`config.mk`:
```
export PLATFORM = sky130hd
export DESIGN_NAME = sub_128bit_seq
export DESIGN_NICKNAME = d
export VERILOG_FILES = /design/src/rtl/arith_pkg.sv /design/src/rtl/sub_slice.sv /design/src/rtl/sub_128bit_seq.sv
export SDC_FILE = /design/constraint.sdc
export NUM_CORES = 1
export LEC_CHECK = 0
export ABC_AREA = 0
export CORE_MARGIN = 2
export CORE_UTILIZATION = 45
export CTS_BUF_LIST = sky130_fd_sc_hd__clkbuf_8
export CTS_CLUSTER_SIZE = 28
export DETAILED_ROUTE_END_ITERATION = 12
export PLACE_DENSITY = 0.76
export SETUP_SLACK_MARGIN = 0.5
export SYNTH_ARGS = -nofsm -noshare
export SYNTH_HDL_FRONTEND = slang
export SYNTH_SLANG_ARGS = --single-unit
```
`constraint.sdc`:
```
create_clock -name clk -period 4.63 [get_ports clk]
set_clock_uncertainty 0.1 [all_clocks]
set_input_delay 0.926 -clock clk [delete_from_list [all_inputs] [get_ports clk]]
set_output_delay 0.926 -clock clk [all_outputs]
set_load 0.02 [all_outputs]
```
`src/rtl/arith_pkg.sv`:
```
// rtl/arith_pkg.sv - shared constants and state type for the sliced subtractor
package arith_pkg;
  localparam int WIDTH  = 128;
  localparam int SLICE  = 7;
  localparam int NSLICE = (WIDTH + SLICE - 1) / SLICE;
  localparam int PWIDTH = NSLICE * SLICE;
  localparam int IDX_W  = $clog2(NSLICE);

  typedef enum logic {IDLE, RUN} state_e;
endpackage

```
`src/rtl/sub_slice.sv`:
```
// rtl/sub_slice.sv - combinational SLICE-bit subtract with borrow in/out
module sub_slice
  import arith_pkg::*;
(
  input  logic [SLICE-1:0] a,
  input  logic [SLICE-1:0] b,
  input  logic             bin,
  output logic [SLICE-1:0] d,
  output logic             bout
);
  logic [SLICE:0] res;

  // One extra bit wide: the top bit goes high exactly when a < b + bin.
  always_comb begin
    res  = {1'b0, a} - {1'b0, b} - {{SLICE{1'b0}}, bin};
    d    = res[SLICE-1:0];
    bout = res[SLICE];
  end
endmodule

```
`src/rtl/sub_128bit_seq.sv`:
```
// rtl/sub_128bit_seq.sv - multi-cycle unsigned subtractor, one slice per clock
module sub_128bit_seq
  import arith_pkg::*;
(
  input  logic             clk,
  input  logic             rst_n,
  input  logic             start,
  input  logic [WIDTH-1:0] a,
  input  logic [WIDTH-1:0] b,
  output logic             busy,
  output logic             done,
  output logic [WIDTH-1:0] diff,
  output logic             borrow_out
);
  state_e              state_q, state_d;
  logic [IDX_W-1:0]    idx_q, idx_d;
  logic                borrow_q, borrow_d;
  logic [PWIDTH-1:0]   a_q, a_d, b_q, b_d;
  logic [WIDTH-1:0]    diff_q, diff_d;
  logic                borrow_out_q, borrow_out_d;
  logic                done_q, done_d;

  logic [SLICE-1:0]    s_a, s_b, s_d;
  logic                s_bout;

  always_comb begin
    s_a = a_q[int'(idx_q)*SLICE +: SLICE];
    s_b = b_q[int'(idx_q)*SLICE +: SLICE];
  end

  sub_slice u_slice (
    .a    (s_a),
    .b    (s_b),
    .bin  (borrow_q),
    .d    (s_d),
    .bout (s_bout)
  );

  always_comb begin
    state_d      = state_q;
    idx_d        = idx_q;
    borrow_d     = borrow_q;
    a_d          = a_q;
    b_d          = b_q;
    diff_d       = diff_q;
    borrow_out_d = borrow_out_q;
    done_d       = 1'b0;
    case (state_q)
      IDLE: begin
        if (start) begin
          a_d      = {{(PWIDTH-WIDTH){1'b0}}, a};
          b_d      = {{(PWIDTH-WIDTH){1'b0}}, b};
          idx_d    = '0;
          borrow_d = 1'b0;
          state_d  = RUN;
        end
      end
      RUN: begin
        borrow_d = s_bout;
        idx_d    = idx_q + IDX_W'(1);
        // Only real result bits are written; the padded top of the last slice is dropped.
        for (int i = 0; i < WIDTH; i++) begin
          if (i / SLICE == int'(idx_q)) diff_d[i] = s_d[i % SLICE];
        end
        if (idx_q == IDX_W'(NSLICE - 1)) begin
          borrow_out_d = s_bout;
          done_d       = 1'b1;
          idx_d        = '0;
          state_d      = IDLE;
        end
      end
      default: state_d = IDLE;
    endcase
  end

  always_ff @(posedge clk) begin
    if (!rst_n) begin
      state_q      <= IDLE;
      idx_q        <= '0;
      borrow_q     <= 1'b0;
      a_q          <= '0;
      b_q          <= '0;
      diff_q       <= '0;
      borrow_out_q <= 1'b0;
      done_q       <= 1'b0;
    end else begin
      state_q      <= state_d;
      idx_q        <= idx_d;
      borrow_q     <= borrow_d;
      a_q          <= a_d;
      b_q          <= b_d;
      diff_q       <= diff_d;
      borrow_out_q <= borrow_out_d;
      done_q       <= done_d;
    end
  end

  assign busy       = (state_q == RUN);
  assign done       = done_q;
  assign diff       = diff_q;
  assign borrow_out = borrow_out_q;
endmodule

```
==> qor.json, run 1 <==
{
  "layout-area-overhead-vs-synth_pct": 35.0,
  "slew_headroom_pct": 33.9,
  "slew_viol_final": 0,
  "powerDensity_nw_per_um2": 354,
  "drt-pass1-iter-count": 5,
  "syn-mean-instance-area_um2": 8.87,
  "total_via_count_after_detailed_routing": 14808,
  "initial_utilization_pct": 45.3,
  "drt_wl_total_um": 52700,
  "hold_path.class": "register to register",
  "synth.area.top_cells": "sky130_fd_sc_hd__dfxtp_1, sky130_fd_sc_hd__nand2_1, sky130_fd_sc_hd__a21boi_0",
  "worst_setup_hold_path_clk_slew_ns": 0.07,
  "worstSetupEndpointType": "register",
  "synth_most_common_cell": "sky130_fd_sc_hd__nand2_1",
  "finalHoldViolCount": 0,
  "synthDistinctLibCells": 56,
  "finalPower_mw": 8.09,
  "yosysTopAreaCell": "sky130_fd_sc_hd__dfxtp_1",
  "clock_tree.htree_level_count": 3,
  "synth-compound-area-share_pct": 18.9,
  "gp_congestion": 0.893,
  "post-place-ws_ns": 0.322,
  "final_min_period_over_clock_period_pct": 88.6,
  "grt_setup_unrepaired": "false",
  "yosys.area_share.xor_xnor_pct": 0.355,
  "crit_path_start_kind": "register",
  "ys_dominant_reg_cell": "sky130_fd_sc_hd__dfxtp_1",
  "cellLeakagePower_nw": 8.75,
  "vdd_drop_max_v": 0.000211,
  "worst-path-max-fanout": 9,
  "io_buffer_count": 389,
  "rows": 71,
  "ys_seq_area_share_pct": 46.5,
  "overflow": 0,
  "outcome": "finished, final reports clean",
  "synthesis.instances": 1909,
  "tightest_slew_ns": 0.989,
  "final.setup.worst_slack_ns": 0.527,
  "number_of_flops_mapped_to_enable_cells_by_yosys": 0,
  "crit_path_category": "register to register",
  "ioPinCount": 390,
  "route.detailed.drc": 0,
  "synth_simple_gate_area_share_pct": 18.7,
  "wl_per_cell_um": 18.7,
  "fmaxAchievable_mhz": 244,
  "largest_net_degree_at_the_start_of_global_routing": 119,
  "area_share_of_the_largest_cell_type_after_synthesis_pct": 46.5,
  "dieWidth_um": 198,
  "fin_crit_ns": 4.10,
  "first_global_vias": 14569,
  "most_frequent_cells_after_synthesis": "sky130_fd_sc_hd__nand2_1, sky130_fd_sc_hd__dfxtp_1, sky130_fd_sc_hd__a21boi_0",
  "initial_antenna_violation_count": 3,
  "fin_tns_setup_ns": 0,
  "mappedNetlistNets": 2185,
  "grt.total_usage_pct": 26.1,
  "adder_cell_area_share_of_the_yosys_netlist_pct": 1.34,
  "placedCellCount": 2681,
  "drt.antenna.violating_nets": 0,
  "synthesis.yosys.warnings": 0,
  "first_pass_grt_wire_length_um": 79100,
  "synth_top_family_by_area": "compound AO/OA/AOI/OAI gates",
  "cp_data_arrival_time_ns": 4.51,
  "die_height_um": 198,
  "layout.nets": 2533,
  "synth.mux.area_fraction_pct": 10.1,
  "n_fill_cell": 3161,
  "clock_path_buffers": 3,
  "clock_insertion_delay_at_the_later_pin_of_the_skew_report_ns": 0.60,
  "clock-root-buffer": "sky130_fd_sc_hd__clkbuf_8",
  "sink_count_of_the_clock_tree": 393,
  "via_per_inst": 5.25,
  "dp_hpwl_um": 38100,
  "setup_violations": 0,
  "share_of_final_layout_standard_cells_stronger_than_drive_strength_1_pct": 10.1,
  "synthesis.area_um2": 16900,
  "die_area_um2": 39200,
  "cts_made_buffers": 66,
  "final_cell_count_no_fill": 2819,
  "area_inside_the_core_boundary_um2": 37400,
  "synth_seq_cells": 393,
  "number_of_maximum_capacitance_constraint_violations": 0,
  "worst-endpoint-required_ns": 5.04,
  "tritoncts": "done",
  "drt_iter0_drc": 1001,
  "asyncSetResetFlopFracSynth_pct": 0
}
-- routing by layer --
layer | vias up | share of wire [%] | track usage (%)
met4 | 2 | 3.5 | 10.2
met3 | 122 | 7.2 | 5.14
met1 | 6935 | 41 | 32.7
met5 | - | 0.030 | 0
li1 | 7159 | - | -
met2 | 590 | 48 | 44.2
-- cell usage in the layout, fill, tap and decap left out, drive strengths merged, types with 44 or more instances in the layout --
cell type / netlist / routed
nand3: 45 / 45
inv: 16 / 44
a21boi: 276 / 276
buf: 19 / 53
clkdlybuf4s50: 0 / 388
o21ai: 86 / 86
clkbuf: 143 / 79
mux4: 65 / 65
nand2: 657 / 657
dfxtp: 393 / 393
-- layout make-up --
| type | count | area [µm²] | area share (%) |
|---|---|---|---|
| multi-input combinational | 1337 | 8450 | 37.0 |
| sequential | 393 | 7880 | 34.5 |
| timing repair buffer | 442 | 4500 | 19.7 |
| clock buffer | 78 | 1070 | 4.70 |
| tap | 511 | 639 | 2.80 |
| clock inverter | 39 | 255 | 1.12 |
| inverter | 17 | 65.1 | 0.285 |
| antenna | 2 | 5.00 | 0.0219 |
-- power breakdown --
part	internal [mW]	total (mW)	switching (mW)
logic	0.650	1.37	0.723
registers	3.52	3.62	0.0926
clock network	1.70	3.10	1.40
-- worst paths after layout --
path	to	depth (start not counted)	slack [ns]	start
min	b_q[42]	2	0.36	b_q[42]
max	diff[117]	16	0.53	idx_q[0]
min reg2reg	b_q[42]	2	0.36	b_q[42]
max reg2reg	diff[117]	16	0.53	idx_q[0]
-- sequential cells by signal, indices dropped and copies added, names as in the netlist --
| signal | cells |
|---|---|
| borrow_out | 1 |
| diff | 128 |
| a_q | 128 |
| busy | 1 |
| b_q | 128 |
| done | 1 |
| borrow_q | 1 |
| idx_q | 5 |
-- worst max-delay path: stages (launching register included) --
cell,delay [ns]
sky130_fd_sc_hd__dfxtp_4,0.42
sky130_fd_sc_hd__buf_6,0.18
sky130_fd_sc_hd__buf_6,0.16
sky130_fd_sc_hd__mux4_2,0.53
sky130_fd_sc_hd__mux4_2,0.50
sky130_fd_sc_hd__nand2_1,0.08
sky130_fd_sc_hd__o21ai_0,0.09
sky130_fd_sc_hd__ha_1,0.28
sky130_fd_sc_hd__inv_1,0.04
sky130_fd_sc_hd__ha_1,0.43
sky130_fd_sc_hd__o21a_1,0.27
sky130_fd_sc_hd__nor2_1,0.08
sky130_fd_sc_hd__xnor2_1,0.26
sky130_fd_sc_hd__mux2i_4,0.12
sky130_fd_sc_hd__buf_12,0.15
sky130_fd_sc_hd__buf_12,0.14
sky130_fd_sc_hd__a21oi_1,0.14
-- kinds of logic (layout without fill, tap and decap cells) --
family | count (synthesis) | in the layout
other cells | 0 | 2
flops | 393 | 393
buf+inv | 179 | 576
fa+ha+maj | 17 | 17
simple gates | 778 | 778
mux | 89 | 89
xor+xnor | 6 | 6
compound gates | 447 | 447
-- what timing repair did --
action                     4_1_cts  5_1_grt
setup endpoints to repair       60       70
setup buffers                    1       16
hold buffers                     0        0
pin swaps                        0        3
gates resized for setup          3       17
gates cloned                     0        2
-- stage by stage --
stage / area (µm²) / utilization, % / hold slack (ns)
floorplan: 17000 / - / 0.340
global placement: 21200 / 56.8 / 0.344
detailed placement: 21200 / 56.8 / 0.356
CTS: 22600 / 60.4 / 0.364
global route: 22900 / 61.1 / 0.382
finish: 22900 / 61.1 / 0.360
Note: power is estimated with default switching activity, not from simulation.
==> run 2, diff against run 1 <==
--- a/config.mk
+++ b/config.mk
@@ -13,6 +13,7 @@
 export DETAILED_ROUTE_END_ITERATION = 12
 export PLACE_DENSITY = 0.76
 export SETUP_SLACK_MARGIN = 0.5
+export SKIP_LAST_GASP = 1
 export SYNTH_ARGS = -nofsm -noshare
 export SYNTH_HDL_FRONTEND = slang
 export SYNTH_SLANG_ARGS = --single-unit
==> results of run 2 <==
No change in the layout: final DEF, timing and power equal those of run 1.
